`src/rtl/alu_operand_bank_if.sv`:
```
// Operand-bank bus: sequencer strobes and switch data inward, ALU result/flags/display outward.
interface alu_operand_bank_if #(
    parameter int W = 16
);
    logic         r0;
    logic         r1;
    logic         r2;
    logic [2:0]   c_state;
    logic [W-1:0] SW;
    logic         busy;
    logic         result_valid;
    logic [W-1:0] result;
    logic [W-1:0] disp_val;
    logic [3:0]   flags;

    modport master (
        output r0, r1, r2, c_state, SW,
        input  busy, result_valid, result, disp_val, flags
    );

    modport slave (
        input  r0, r1, r2, c_state, SW,
        output busy, result_valid, result, disp_val, flags
    );
endinterface

```
`src/rtl/alu_operand_bank.sv`:
```
// Operand/opcode capture plus ALU: 1-edge logic/add/sub, W+1-edge shift-add MUL; starts while busy are dropped.
// Optional {N,Z,C,V} flag register under `ALU_BANK_FLAGS_EN; flags read 0 when the macro is undefined.
module alu_operand_bank #(
    parameter int W = 16
) (
    input  logic                CLK100MHZ,
    input  logic                rst,
    input  logic                CLR,
    alu_operand_bank_if.slave   bus
);
    localparam int CW = (W > 1) ? $clog2(W) : 1;
`ifdef ALU_BANK_FLAGS_EN
    localparam int AW = 2 * W;
`else
    localparam int AW = W;
`endif

    typedef enum logic [1:0] {
        S_IDLE = 2'd0,
        S_MULT = 2'd1,
        S_DONE = 2'd2
    } state_t;

    state_t        r_state;
    logic [W-1:0]  r_a;
    logic [W-1:0]  r_b;
    logic [2:0]    r_op;
    logic [W-1:0]  r_result;
    logic          r_valid;
    logic          r_busy;
    logic          r_r2_q;
    logic [CW-1:0] r_cnt;
    logic [AW-1:0] r_mcand;
    logic [AW-1:0] r_acc;
    logic [W-1:0]  r_mplier;

    logic          w_start;
    logic [W-1:0]  w_alu;

    // start fires on the first edge r2 is seen high after being low
    assign w_start = bus.r2 & ~r_r2_q;

    always_comb begin
        w_alu = '0;
        case (r_op)
            3'b000:  w_alu = r_a + r_b;
            3'b001:  w_alu = r_a - r_b;
            3'b010:  w_alu = r_a & r_b;
            3'b011:  w_alu = r_a | r_b;
            3'b100:  w_alu = r_a ^ r_b;
            default: w_alu = '0;
        endcase
    end

`ifdef ALU_BANK_FLAGS_EN
    logic [3:0] r_flags;
    logic [3:0] w_alu_flags;
    logic [3:0] w_mul_flags;

    // carry is detected as wrap (sum < A); SUB carry means no borrow
    always_comb begin
        w_alu_flags    = '0;
        w_alu_flags[3] = w_alu[W-1];
        w_alu_flags[2] = (w_alu == '0);
        case (r_op)
            3'b000: begin
                w_alu_flags[1] = (w_alu < r_a);
                w_alu_flags[0] = (r_a[W-1] == r_b[W-1]) & (w_alu[W-1] != r_a[W-1]);
            end
            3'b001: begin
                w_alu_flags[1] = (r_a >= r_b);
                w_alu_flags[0] = (r_a[W-1] != r_b[W-1]) & (w_alu[W-1] != r_a[W-1]);
            end
            default: begin
                w_alu_flags[1] = 1'b0;
                w_alu_flags[0] = 1'b0;
            end
        endcase
    end

    assign w_mul_flags = {r_acc[W-1], (r_acc[W-1:0] == '0), |r_acc[AW-1:W], 1'b0};
    assign bus.flags   = r_flags;
`else
    assign bus.flags   = 4'b0000;
`endif

    always_ff @(posedge CLK100MHZ) begin
        if (rst || CLR) begin
            r_state  <= S_IDLE;
            r_a      <= '0;
            r_b      <= '0;
            r_op     <= '0;
            r_result <= '0;
            r_valid  <= 1'b0;
            r_busy   <= 1'b0;
            r_r2_q   <= 1'b1;
            r_cnt    <= '0;
            r_mcand  <= '0;
            r_acc    <= '0;
            r_mplier <= '0;
`ifdef ALU_BANK_FLAGS_EN
            r_flags  <= '0;
`endif
        end else begin
            r_r2_q <= bus.r2;
            if (!bus.r0) r_a  <= bus.SW;
            if (!bus.r1) r_b  <= bus.SW;
            if (!bus.r2) r_op <= bus.SW[2:0];

            case (r_state)
                S_IDLE: begin
                    if (w_start) begin
                        if (r_op == 3'b101) begin
                            // snapshot operands so later captures cannot disturb the multiply
                            r_mcand  <= AW'(r_a);
                            r_mplier <= r_b;
                            r_acc    <= '0;
                            r_cnt    <= '0;
                            r_busy   <= 1'b1;
                            r_valid  <= 1'b0;
                            r_state  <= S_MULT;
                        end else begin
                            r_result <= w_alu;
                            r_valid  <= 1'b1;
`ifdef ALU_BANK_FLAGS_EN
                            r_flags  <= w_alu_flags;
`endif
                        end
                    end
                end
                S_MULT: begin
                    if (r_mplier[0]) r_acc <= r_acc + r_mcand;
                    r_mcand  <= r_mcand << 1;
                    r_mplier <= r_mplier >> 1;
                    r_cnt    <= r_cnt + CW'(1);
                    if (r_cnt == CW'(W - 1)) r_state <= S_DONE;
                end
                S_DONE: begin
                    r_result <= r_acc[W-1:0];
                    r_valid  <= 1'b1;
                    r_busy   <= 1'b0;
`ifdef ALU_BANK_FLAGS_EN
                    r_flags  <= w_mul_flags;
`endif
                    r_state  <= S_IDLE;
                end
                default: r_state <= S_IDLE;
            endcase

            // a new operand A marks the start of a fresh computation
            if (!bus.r0) r_valid <= 1'b0;
        end
    end

    assign bus.busy         = r_busy;
    assign bus.result_valid = r_valid;
    assign bus.result       = r_result;

    always_comb begin
        bus.disp_val = '0;
        case (bus.c_state)
            3'b000, 3'b001: bus.disp_val = r_a;
            3'b010, 3'b011: bus.disp_val = r_b;
            3'b100:         bus.disp_val = {{(W-3){1'b0}}, r_op};
            3'b101:         bus.disp_val = r_valid ? r_result : '0;
            default:        bus.disp_val = '0;
        endcase
    end
endmodule

```
`src/flat_wrapper.sv`:
```
// flat-port wrapper written by rule: the top's interface ports become plain ports
module alu_operand_bank_flat 
#(
    parameter int W = 16
)
  (CLK100MHZ, rst, CLR, bus_r0, bus_r1, bus_r2, bus_c_state, bus_SW, bus_busy, bus_result_valid, bus_result, bus_disp_val, bus_flags);
  alu_operand_bank_if #(.W(W)) bus_i ();
  input  logic CLK100MHZ;
  input  logic rst;
  input  logic CLR;
  input wire logic [$bits(bus_i.r0)-1:0] bus_r0;
  input wire logic [$bits(bus_i.r1)-1:0] bus_r1;
  input wire logic [$bits(bus_i.r2)-1:0] bus_r2;
  input wire logic [$bits(bus_i.c_state)-1:0] bus_c_state;
  input wire logic [$bits(bus_i.SW)-1:0] bus_SW;
  output wire logic [$bits(bus_i.busy)-1:0] bus_busy;
  output wire logic [$bits(bus_i.result_valid)-1:0] bus_result_valid;
  output wire logic [$bits(bus_i.result)-1:0] bus_result;
  output wire logic [$bits(bus_i.disp_val)-1:0] bus_disp_val;
  output wire logic [$bits(bus_i.flags)-1:0] bus_flags;
  assign bus_i.r0 = bus_r0;
  assign bus_i.r1 = bus_r1;
  assign bus_i.r2 = bus_r2;
  assign bus_i.c_state = bus_c_state;
  assign bus_i.SW = bus_SW;
  assign bus_busy = bus_i.busy;
  assign bus_result_valid = bus_i.result_valid;
  assign bus_result = bus_i.result;
  assign bus_disp_val = bus_i.disp_val;
  assign bus_flags = bus_i.flags;
  alu_operand_bank #(.W(W)) u_core (.CLK100MHZ(CLK100MHZ), .rst(rst), .CLR(CLR), .bus(bus_i));
endmodule
```
`config.mk`:
```
export PLATFORM = sky130hd
export DESIGN_NAME = alu_operand_bank_flat
export DESIGN_NICKNAME = d
export VERILOG_FILES = /design/src/rtl/alu_operand_bank_if.sv /design/src/rtl/alu_operand_bank.sv /design/src/flat_wrapper.sv
export SDC_FILE = /design/constraint.sdc
export NUM_CORES = 1
export LEC_CHECK = 0
export ABC_AREA = 1
export CORE_UTILIZATION = 54
export CTS_BUF_LIST = sky130_fd_sc_hd__clkbuf_4 sky130_fd_sc_hd__clkbuf_8
export CTS_CLUSTER_SIZE = 14
export DETAILED_ROUTE_END_ITERATION = 7
export DONT_BUFFER_PORTS = 1
export PLACE_DENSITY = 0.73
export SLEW_MARGIN = 30
export SYNTH_ARGS = -nofsm -noshare
export SYNTH_HDL_FRONTEND = slang
export SYNTH_SLANG_ARGS = --single-unit
```
`constraint.sdc`:
```
create_clock -name CLK100MHZ -period 3.67 [get_ports CLK100MHZ]
set_input_delay 0.367 -clock CLK100MHZ [delete_from_list [all_inputs] [get_ports CLK100MHZ]]
set_output_delay 0.367 -clock CLK100MHZ [all_outputs]
set_load 0.02 [all_outputs]
```
==> results of run 1 <==
[cell type report]
type                    count  share of cell area
multi-input cells         769              0.5980
inverters                  83             0.04264
well taps                 172             0.02946
clock buffers              10             0.01798
clock inverters             6            0.007707
flip-flops and latches    108              0.2959
repair buffers              8            0.008221
[critical path, delay by kind of cell, from the launching register on]
family / cells / cell delay, ns
AO/OA/AOI/OAI: 2 / 0.40
XOR/XNOR: 1 / 0.15
adder cells (fa/ha/maj): 1 / 0.36
buffers and inverters: 3 / 0.17
flip-flops: 1 / 0.54
AND/OR/NAND/NOR: 13 / 1.32
[per-stage QoR]
step / power [W] / std cells / hold WS, ns / cell area, sq um / worst slack [ns]
2_1_floorplan: 0.001615 / 1006 / 0.4425 / 7037 / 1.065
3_3_place_gp: 0.001734 / 1140 / 0.4617 / 7113 / 0.7724
3_5_place_dp: 0.001737 / 1140 / 0.4628 / 7113 / 0.7199
4_1_cts: 0.002455 / 1156 / 0.03294 / 7301 / 0.6861
5_1_grt: 0.002567 / 1156 / 0.02728 / 7306 / 0.2768
6_report: 0.002458 / 1156 / 0.04792 / 7306 / 0.6356
[per-layer routing]
metal | up-vias | GRT usage
met2 | 203 | 0.4849
li1 | 3409 | -
met4 | 0 | 0.07094
met5 | - | 0
met3 | 21 | 0.07374
met1 | 3178 | 0.4392
[placed cells by master (no fill, tap or decap), types with 4 or more instances in the layout]
cell      synthesis  layout
clkbuf_8          0       9
nor3_1            6       6
conb_1            1       4
nand2_1         236     236
a21o_1            4       4
a31oi_1          30      30
nor2_1           51      51
o21ai_0         108     108
dfxtp_1         108     108
a221oi_1         11      11
inv_1            78      78
or2_2             6       6
nand4_1           9       9
ha_1             64      64
nand3_1          40      40
buf_4             4       8
nand3b_1          5       5
o221ai_1         16      16
a21oi_1         124     124
xor2_1           17      17
[state kept, by name (all words and copies together), names as in the netlist]
| name | flops |
|---|---|
| u_core.r_state | 2 |
| u_core.r_cnt | 4 |
| u_core.bus.result_valid | 1 |
| u_core.r_mcand | 16 |
| u_core.bus.result | 16 |
| u_core.r_op | 3 |
| u_core.r_mplier | 16 |
| u_core.r_b | 16 |
| u_core.r_acc | 16 |
| u_core.r_a | 16 |
| u_core.bus.busy | 1 |
| u_core.r_r2_q | 1 |
[power by group]
part	switching, W	internal [W]	total, W	leakage [nW]
logic	0.000340	0.000162	0.000502	2.14
clock network	0.000460	0.000271	0.000731	0.0947
registers	0.0000340	0.00119	0.00123	0.875
total	0.000834	0.00162	0.00246	3.11
[final timing paths]
check,endpoint,slack (ns),depth (start not counted)
max,u_core.bus.result[15],0.64,20
min,u_core.r_a[4],0.05,1
max reg2reg,u_core.bus.result[15],0.64,20
min reg2reg,u_core.r_mplier[2],0.48,2
[logic make-up after synthesis]
logic type	after synthesis
AND/OR/NAND/NOR	365
XOR/XNOR	18
adder cells (fa/ha/maj)	66
flip-flops	108
other	1
buffers and inverters	129
AO/OA/AOI/OAI	316
==> metrics, run 1 <==
fin nets=1,070; CP Cell Sequence=nand2_2, nand2_1, nand2_1, nor2_2, nand2_1, xor2_1, inv_1, ha_1, a21oi_1, nand2_1, nand2_1, nand2_1, inv_1, nand2_1, inv_1, nand2_1, nand3_1, nand2_1, nand2_1, a21oi_1; fin crit share=0.8268; CTS Sinks=108; fin crit period=around 3 ns; drt pass-1 iters=5; routed metal-1 wirelength=~9400 microns; Final Skew=0.009105 ns; CP Class=reg2reg; VDD IR max=266.8 uV; Clock Path Buffers=2; # Max-Cap Violations=0; post-CTS sizing=0; CTS tree=built; Yosys reg bits=108; synthesized-area fraction occupied by and/or/nand/nor cells=0.2189; Leak Pwr=3.113 nW; Setup crit start=u_core.r_op[0]; Synth Area in XOR/XNOR=0.02244; die height=116.1 microns; Compound-Gate Fraction of Synth Area=0.2573; Core Region=12,670 sq um; most common cell in the netlist=nand2_1; Slowest cell on crit path=dfxtp_1; Mapped Area=approximately 7000 sq um; post-CTS setup buffers=0; vias in the first global route=5,964; post-synthesis async set-or-reset flop share=0; Worst path max stage delay=0.54 ns; first-pass GRT wire length=between 30,000 and 40,000 microns; min-delay src=bus_r0; commonest cells in the netlist=236 x nand2_1, 124 x a21oi_1, 108 x dfxtp_1, 108 x o21ai_0, 78 x inv_1; Final Wtd Congestion=a little under 1; H-tree depth=3; Fillers=1,302; final core utilization=0.5766; TNS Setup=0 ns; status=completed; metal2 WL=9243 microns; Num CTS Buffers=9; multiplexer area fraction after synthesis=0; Reg clk slew, reported paths=0.11 ns; Post-Synth Adder-Cell Area=0.1197; die footprint=13,470 sq um; main combinational cell family by area after synthesis=compound AO/OA/AOI/OAI gates; Worst setup SP type=register; RSZ-0062 raised after global routing=no; normalized max-slew margin=0.4471; Setup-failing EPs final=0; Skew-Pair Late Insertion Delay=0.40 ns; upper clock frequency limit=between 300 and 400 MHz; register area=2162 sq um; Via density=a little under 6; Routed WL per cell=17.60 microns; GRT Residual Overflow=0; Avg Cell Area, Syn=7.004 sq um; Hold Path Class=in2reg; CTS root buf=clkbuf_8; Initial Util=0.5545; Worst Path Required=3.97 ns; hold_buf cts=0; total track usage=0.3128; PwrDens=336.4 nW/um^2; cell with the most instances on the worst path=nand2_1; Routed Wire Length=20,340 microns; DRT iter0 DRCs=593; worst slew pin tran=0.8270 ns; Reg-to-Reg Start=u_core.r_op[0]; PortBufs=0; top area cells in the synthesized netlist=dfxtp_1 31%, nand2_1 13%, ha_1 11%; share of cells above drive strength 1=0.04878; # rows=a little over 40; HPWL Detailed=15,120 microns; synthesis warning total=0; worst-path maximum fanout=12; initial antenna violation count=0; number of flops mapped to enable cells by yosys=0; fin. max-slew vios=0; largest net degree at the start of global routing=90; post-synth top area cell=dfxtp_1; post-synth top area share=0.3077; sequential share of the synthesized area=0.3077; Fin. Hold Viols=0; Die W=~120 microns; n_diodes=0; Layout area overhead=3.989%; footprint of the multi-input gates=4369 sq um; DR top layer=met4; ANT nets after route=0; vias=6,811; CP Capture Type=register; Netlist cell types=45; Ports=63; Post-Syn Instances=1,003; DRC=0; CP Data Arrival Time=3.33 ns; Synth Flop Type=dfxtp_1; met3 WL=1425 microns
(Power assumes the default switching activity.)
==> run 2, diff against run 1 <==
==> constraint.sdc (replaced) <==
create_clock -name CLK100MHZ -period 3.2 [get_ports CLK100MHZ]
set_input_delay 0.32 -clock CLK100MHZ [delete_from_list [all_inputs] [get_ports CLK100MHZ]]
set_output_delay 0.32 -clock CLK100MHZ [all_outputs]
set_load 0.02 [all_outputs]
==> run 2 against run 1 <==
Non-clock buffer count rose by 8; via count rose by 1.4%; total power rose by 14%; critical path depth fell by 5; largest power group unchanged; clock power rose by 11%; first-iteration DRC count rose by 31%; die area did not move; combinational power rose by 17%; cell count rose by 0.61%; largest cell class unchanged.
==> metrics, run 2 (synthesis results as in run 1) <==
Clock Path Buffers=2 (unchanged); Via density=5.941 (was 5.892); Hold Path Class=in2reg (unchanged); share of cells above drive strength 1=0.05752 (was 0.04878); placed cells=1,145 (was 1,140); fin crit share=0.9303 (was 0.8268); Worst Path Required=3.54 ns (was 3.97 ns); fin. max-slew vios=0 (unchanged); Num CTS Buffers=9 (unchanged); initial antenna violation count=0 (unchanged); total track usage=0.3227 (was 0.3128); ANT nets after route=0 (unchanged); CP Capture Type=register (unchanged); largest net degree at the start of global routing=66 (was 90); Initial Util=0.5545 (unchanged); # Max-Cap Violations=0 (unchanged); upper clock frequency limit=335.9 MHz (was 329.6 MHz); hold depth=1 (unchanged); CP Data Arrival Time=3.31 ns (was 3.33 ns); DRC=0 (unchanged); final core utilization=0.5822 (was 0.5766); CTS Sinks=108 (unchanged); Internal=0.001846 W (was 0.001624 W); worst flop-to-flop path endpoint=u_core.bus.result[14] (was u_core.bus.result[15]); worst slew pin tran=0.8912 ns (was 0.8270 ns); Hold Crit Endpoint=u_core.r_b[1] (was u_core.r_a[4]); die height=116.1 microns (unchanged); CTS tree=built (unchanged); Leak Pwr=3.147 nW (was 3.113 nW); commonest non-fill, non-tap cell in the layout=nand2_1 (unchanged); die footprint=13,470 sq um (unchanged); min-delay src=bus_r1 (was bus_r0); Routed Wire Length=20,960 microns (was 20,340 microns); Layout area overhead=5.005% (was 3.989%); final std cells w/o fill=1,163 (was 1,156); Switching Share=0.3419 (was 0.3394); Sw Pwr=0.0009593 W (was 0.0008343 W); fin nets=1,078 (was 1,070); sequential power share=0.501 (was 0.498); Worst setup SP type=register (unchanged); HPWL Detailed=15,270 microns (was 15,120 microns); fin crit period=2.977 ns (was 3.034 ns); VDD IR max=308.7 uV (was 266.8 uV); CTS root buf=clkbuf_8 (unchanged); PortBufs=0 (unchanged); first-pass GRT wire length=33,140 microns (was 31,990 microns); Reg clk slew, reported paths=0.11 ns (about the same); Die W=116.1 microns (unchanged); commonest non-fill, non-tap cells in the layout=236 x nand2_1, 123 x a21oi_1, 108 x o21ai_0 (was 236 x nand2_1, 124 x a21oi_1, 108 x o21ai_0, 108 x dfxtp_1, 78 x inv_1); TNS Setup=0 ns (unchanged); H-tree depth=3 (unchanged); Skew-Pair Late Insertion Delay=0.40 ns (about the same); GRT Residual Overflow=0 (unchanged); # rows=41 (unchanged); normalized max-slew margin=0.4039 (was 0.4471); Setup-failing EPs final=0 (unchanged); vias in the first global route=6,239 (was 5,964); Final Wtd Congestion=0.9732 (was 0.9781); worst reg-to-reg path cell count=15 (was 20); PwrDens=380.3 nW/um^2 (was 336.4 nW/um^2); flop2flop setup slack=0.22 ns (was 0.64 ns); Final Skew=0.01261 ns (was 0.009105 ns); status=completed (unchanged); Reg-to-Reg Start=u_core.r_b[0] (was u_core.r_op[0]); Comb power frac=0.209 (was 0.204); Routed WL per cell=18.02 microns (was 17.60 microns); Clock power frac=0.290 (was 0.297); CP Class=reg2reg (unchanged); RSZ-0062 raised after global routing=no (unchanged); drt pass-1 iters=6 (was 5); vias=6,909 (was 6,811); Fin. Hold Viols=0 (unchanged); Core Region=12,670 sq um (unchanged); n_diodes=0 (unchanged); worst-path maximum fanout=5 (was 12); Ports=63 (unchanged); DRT iter0 DRCs=778 (was 593)
==> run 2: changes by cell type in the layout (fill, tap and decap cells not counted), moves of 3 or more <==
cell	previous run	this run
buf_4	8	12
dfxtp_1	108	105
dfxtp_2	0	3
dlygate4sd3_1	0	3
==> run 2: metrics by stage <==
| step | total power (W) | hold WS [ns] | setup WS [ns] | area, sq um |
|---|---|---|---|---|
| 6_report | 0.002805 | 0.007344 | 0.2229 | 7377 |
| 5_1_grt | 0.002924 | -0.00008621 | 0.001047 | 7377 |
| 4_1_cts | 0.002788 | 0.002379 | 0.2582 | 7367 |
| 3_5_place_dp | 0.001988 | 0.4133 | 0.3056 | 7163 |
| 3_3_place_gp | 0.001987 | 0.4118 | 0.2943 | 7163 |
| 2_1_floorplan | 0.001852 | 0.4100 | 0.5951 | 7037 |
==> run 2: worst max-delay path by stage <==
stage | depth (start not counted) | from | slack (ns) | end
6_report | 15 | u_core.r_b[0] | 0.22 | u_core.bus.result[14]
5_1_grt | 18 | u_core.r_b[0] | 0.001 | u_core.bus.result[13]
4_1_cts | 22 | u_core.r_b[1] | 0.26 | u_core.bus.result[15]
3_5_place_dp | 22 | u_core.r_b[1] | 0.31 | u_core.bus.result[15]
3_3_place_gp | 15 | u_core.r_b[7] | 0.29 | u_core.bus.result[14]
2_1_floorplan | 22 | u_core.r_op[2] | 0.60 | u_core.bus.result[15]
==> run 2: final cells by class <==
class / instances / area [sq um]
clock buffer: 9 / 123.9
clock inverter: 6 / 50.05
fill: 1255 / 5294
inverter: 83 / 311.5
multi-input combinational: 769 / 4370
sequential: 108 / 2166
tap: 172 / 215.2
timing repair buffer: 16 / 140.1
==> run 2: what timing repair did <==
item	4_1_cts	5_1_grt
setup endpoints to repair	0	3
buffers inserted	0	0
resized for setup	0	5
hold endpoints to repair	32	0
hold buffers	3	0
==> run 2: power by group through the flow <==
stage / clock network [W] / logic (W) / registers (W)
after floorplan: 0 / 0.000430 / 0.00142
after global placement: 0 / 0.000553 / 0.00143
after detailed placement: 0 / 0.000554 / 0.00143
after CTS: 0.000817 / 0.000568 / 0.00140
after global routing: 0.000862 / 0.000654 / 0.00141
final: 0.000814 / 0.000586 / 0.00141
==> run 2: routing by layer <==
layer	routed length (microns)	global-route usage	up-vias	part of all wire
li1	-	-	3410	-
met1	9616	0.4479	3207	0.46
met2	9297	0.5000	254	0.44
met3	1561	0.06381	38	0.074
met4	480	0.1068	0	0.023
met5	0	0	-	0
==> run 2: critical path, stage by stage (launching register included) <==
cell and delay [ns]:
dfxtp_1 0.35, inv_1 0.16, nand2_1 0.15, o31ai_1 0.49
o21ai_0 0.28, xor2_1 0.20, ha_1 0.35, a21oi_1 0.17
o21ai_0 0.11, a21oi_1 0.18, nand2_1 0.08, nand2_1 0.06
nand3_1 0.08, nand2_1 0.07, nand2_1 0.05, a21oi_1 0.13
==> run 3, diff against run 2 <==
--- a/config.mk
+++ b/config.mk
@@ -5,13 +5,13 @@
 export SDC_FILE = /design/constraint.sdc
 export NUM_CORES = 1
 export LEC_CHECK = 0
-export ABC_AREA = 1
 export CORE_UTILIZATION = 54
 export CTS_BUF_LIST = sky130_fd_sc_hd__clkbuf_4 sky130_fd_sc_hd__clkbuf_8
 export CTS_CLUSTER_SIZE = 14
 export DETAILED_ROUTE_END_ITERATION = 7
 export DONT_BUFFER_PORTS = 1
 export PLACE_DENSITY = 0.73
+export SKIP_LAST_GASP = 1
 export SLEW_MARGIN = 30
 export SYNTH_ARGS = -nofsm -noshare
 export SYNTH_HDL_FRONTEND = slang
==> run 3 against run 2 <==
Synthesized area is 0.21% lower; clock skew rose by 0.0083 ns; setup slack lost 0.13 ns; hold slack improved by 0.017 ns; non-clock buffer count rose by 26; core utilization increased by 1.8 points; global-route usage is 0.66 points lower; sequential power about the same; clock power is 1% higher; fmax down 4.2%; count of clock-buffer cells in the layout grew 4; flip-flop and latch count unchanged.
==> metrics, run 3 <==
post-synthesis async set-or-reset flop share=0 (unchanged); die height=115.9 microns (was 116.1 microns); Clock Path Buffers=2 (unchanged); DRT iter0 DRCs=658 (was 778); post-CTS setup buffers=0 (unchanged); CTS tree=built (unchanged); worst slew pin tran=0.9573 ns (was 0.8912 ns); commonest non-fill, non-tap cells in the layout=133 x nor2_1, 108 x dfxtp_1, 66 x o21ai_0 (was 236 x nand2_1, 123 x a21oi_1, 108 x o21ai_0); Worst setup SP type=register (unchanged); total track usage=0.3161 (was 0.3227); most common cell in the netlist=nor2_1 (was nand2_1); critical path's top delay family=simple AND/OR/NAND/NOR gates (was compound AO/OA/AOI/OAI gates); first-pass GRT wire length=32,040 microns (was 33,140 microns); RSZ-0062 raised after global routing=yes (was no); Hold Path Class=in2reg (unchanged); placed cells=1,028 (was 1,145); Worst path max stage delay=0.46 ns (was 0.49 ns); Leak Pwr=3.039 nW (was 3.147 nW); synthesized-area fraction occupied by and/or/nand/nor cells=0.1710 (was 0.2189); upper clock frequency limit=321.8 MHz (was 335.9 MHz); commonest cells in the netlist=135 x nor2_1, 108 x dfxtp_1, 73 x o21ai_0 (was 236 x nand2_1, 124 x a21oi_1, 108 x dfxtp_1, 108 x o21ai_0, 78 x inv_1); Die W=115.9 microns (was 116.1 microns); Synth Flop Type=dfxtp_1 (unchanged); fin crit share=0.9711 (was 0.9303); Buf/Inv on CP=1 (unchanged); largest net degree at the start of global routing=89 (was 66); Skew-Pair Late Insertion Delay=0.40 ns (about the same); Post-Synth Adder-Cell Area=0.1199 (was 0.1197); Area after DPL=7316 sq um (was 7163 sq um); commonest non-fill, non-tap cell in the layout=nor2_1 (was nand2_1); Setup-failing EPs final=0 (unchanged); Yosys reg bits=108 (unchanged); post-synth top area share=0.3084 (was 0.3077); # Max-Cap Violations=0 (unchanged); H-tree depth=3 (unchanged); Routed Wire Length=20,700 microns (was 20,960 microns); Netlist cell types=56 (was 45); CP Data Arrival Time=3.40 ns (was 3.31 ns); Reg clk slew, reported paths=0.10 ns (was 0.11 ns); CP Cell Sequence=or3_4, or4_4, o21ai_2, xnor2_1, ha_1, buf_4, nand3_1, a21oi_1, or3_4, nand3_1, nand3b_1, xor2_1, a21oi_1, nor2_1 (was inv_1, nand2_1, o31ai_1, o21ai_0, xor2_1, ha_1, a21oi_1, o21ai_0, a21oi_1, nand2_1, nand2_1, nand3_1, nand2_1, nand2_1, a21oi_1); vias in the first global route=6,109 (was 6,239); number of flops mapped to enable cells by yosys=0 (unchanged); Compound-Gate Fraction of Synth Area=0.2258 (was 0.2573); drt pass-1 iters=7 (was 6); Core Region=12,620 sq um (was 12,670 sq um); normalized max-slew margin=0.3551 (was 0.4039); CTS Sinks=108 (unchanged); Num CTS Buffers=9 (unchanged); Fin. Hold Viols=0 (unchanged); Initial Util=0.5555 (was 0.5545); Routed WL per cell=19.83 microns (was 18.02 microns); Worst Path Required=3.49 ns (was 3.54 ns); Synth Area in XOR/XNOR=0.04623 (was 0.02244); VDD IR max=192.2 uV (was 308.7 uV); main combinational cell family by area after synthesis=compound AO/OA/AOI/OAI gates (unchanged); ANT nets after route=0 (unchanged); n_diodes=0 (unchanged); # rows=41 (unchanged); final core utilization=0.6000 (was 0.5822); initial antenna violation count=0 (unchanged); Slowest cell on crit path=or4_4 (was o31ai_1); post-synth top area cell=dfxtp_1 (unchanged); top area cells in the synthesized netlist=dfxtp_1 31%, ha_1 11%, mux2i_1 7.3% (was dfxtp_1 31%, nand2_1 13%, ha_1 11%); CP Class=reg2reg (unchanged); multiplexer area fraction after synthesis=0.07282 (was 0); design area=7572 sq um (was 7377 sq um); fin. max-slew vios=0 (unchanged); sequential share of the synthesized area=0.3084 (was 0.3077); Via density=6.246 (was 5.941); share of cells above drive strength 1=0.1021 (was 0.05752); Final Skew=0.02090 ns (was 0.01261 ns); Post-Syn Instances=865 (was 1,003); vias=6,521 (was 6,909); PortBufs=0 (unchanged); Mapped Area=7010 sq um (was 7025 sq um); PwrDens=365.9 nW/um^2 (was 380.3 nW/um^2); fin nets=958 (was 1,078); TNS Setup=0 ns (unchanged); DRC=0 (unchanged); Avg Cell Area, Syn=8.105 sq um (was 7.004 sq um); worst-path maximum fanout=3 (was 5); final std cells w/o fill=1,044 (was 1,163); CTS root buf=clkbuf_8 (unchanged); Ports=63 (unchanged); synthesis warning total=0 (unchanged); Final Wtd Congestion=0.9813 (was 0.9732); HPWL Detailed=15,250 microns (was 15,270 microns); fin crit period=3.107 ns (was 2.977 ns); GRT Residual Overflow=0 (unchanged); die footprint=13,440 sq um (was 13,470 sq um); status=completed (unchanged); CP Capture Type=register (unchanged); Layout area overhead=8.014% (was 5.005%)
-- run 3: cell types whose count changed after synthesis, moves of 14 or more --
cell / change
o21ai_0: -35
nor2b_1: +14
mux2i_1: +51
o221ai_1: -16
xnor2_1: +26
a21oi_1: -59
nor2_1: +84
nand2_1: -186
nand3_1: -23
inv_1: -40
a22oi_1: +15
a31oi_1: -26
a222oi_1: +28
clkbuf_1: +14
-- run 3: repair_timing --
action                     CTS  global route
pin swaps                    0             2
setup endpoints to repair    1            10
gates resized for setup      2            18
gates cloned                 0             0
hold buffers                 0             0
-- run 3: area by class of cell --
class                           instances  area, sq um
Fill cell                            1201         5047
Multi-Input combinational cell        668         4549
Sequential cell                       108         2162
Timing Repair Buffer                   42        315.3
Tap cell                              172        215.2
Clock buffer                           13        166.4
Inverter                               38        142.6
Clock inverter                          3        21.27
-- run 3: worst paths after layout --
path / startpoint / cells past startpoint / endpoint / slack [ns]
worst max-delay path: u_core.r_b[2] / 14 / u_core.bus.result[13] / 0.09
worst min-delay path: rst / 1 / u_core.r_r2_q / 0.02
worst max register to register: u_core.r_b[2] / 14 / u_core.bus.result[13] / 0.09
worst min register to register: u_core.r_cnt[3] / 2 / u_core.r_state[1] / 0.50
-- run 3: per-stage QoR --
stage | worst slack [ns] | power, W | hold slack, ns
after floorplan | 0.1213 | 0.001814 | 0.4188
after global placement | 0.04376 | 0.001932 | 0.4282
after detailed placement | -0.03197 | 0.001942 | 0.4222
after CTS | 0.01040 | 0.002757 | 0.007545
after global routing | -0.07840 | 0.002902 | 0.03259
final | 0.09264 | 0.002770 | 0.02441
-- run 3: metal layers --
layer  share of wire  up-vias  GRT usage
li1                -     3099          -
met1            0.43     3120     0.3987
met2            0.47      257     0.5290
met3           0.066       45    0.04655
met4           0.036        0     0.1521
met5               0        -          0
-- run 3: worst reg2reg max path, stage by stage, from the launching register on --
cell and delay [ns]:
dfxtp_1 0.33, or3_4 0.41, or4_4 0.47, o21ai_2 0.16, xnor2_1 0.13, ha_1 0.29
buf_4 0.16, nand3_1 0.08, a21oi_1 0.07, or3_4 0.35, nand3_1 0.11, nand3b_1 0.10
xor2_1 0.15, a21oi_1 0.16, nor2_1 0.06
-- run 3: where the power goes --
part           switching [W]  internal [W]  leakage (nW)  total [W]
sequential         0.0000341       0.00136         0.873    0.00140
combinational       0.000302      0.000250          2.07   0.000552
clock               0.000479      0.000344        0.0965   0.000823
-- run 3: cell families (layout without fill, tap and decap cells) --
logic type | count (synthesis) | after routing
AOI/OAI and AO/OA | 245 | 245
xor gates and xnor gates | 37 | 37
adders and majority gates | 66 | 66
buffers and inverters | 92 | 96
DFF | 108 | 108
muxes | 51 | 51
other | 1 | 4
and+or+nand+nor | 265 | 265
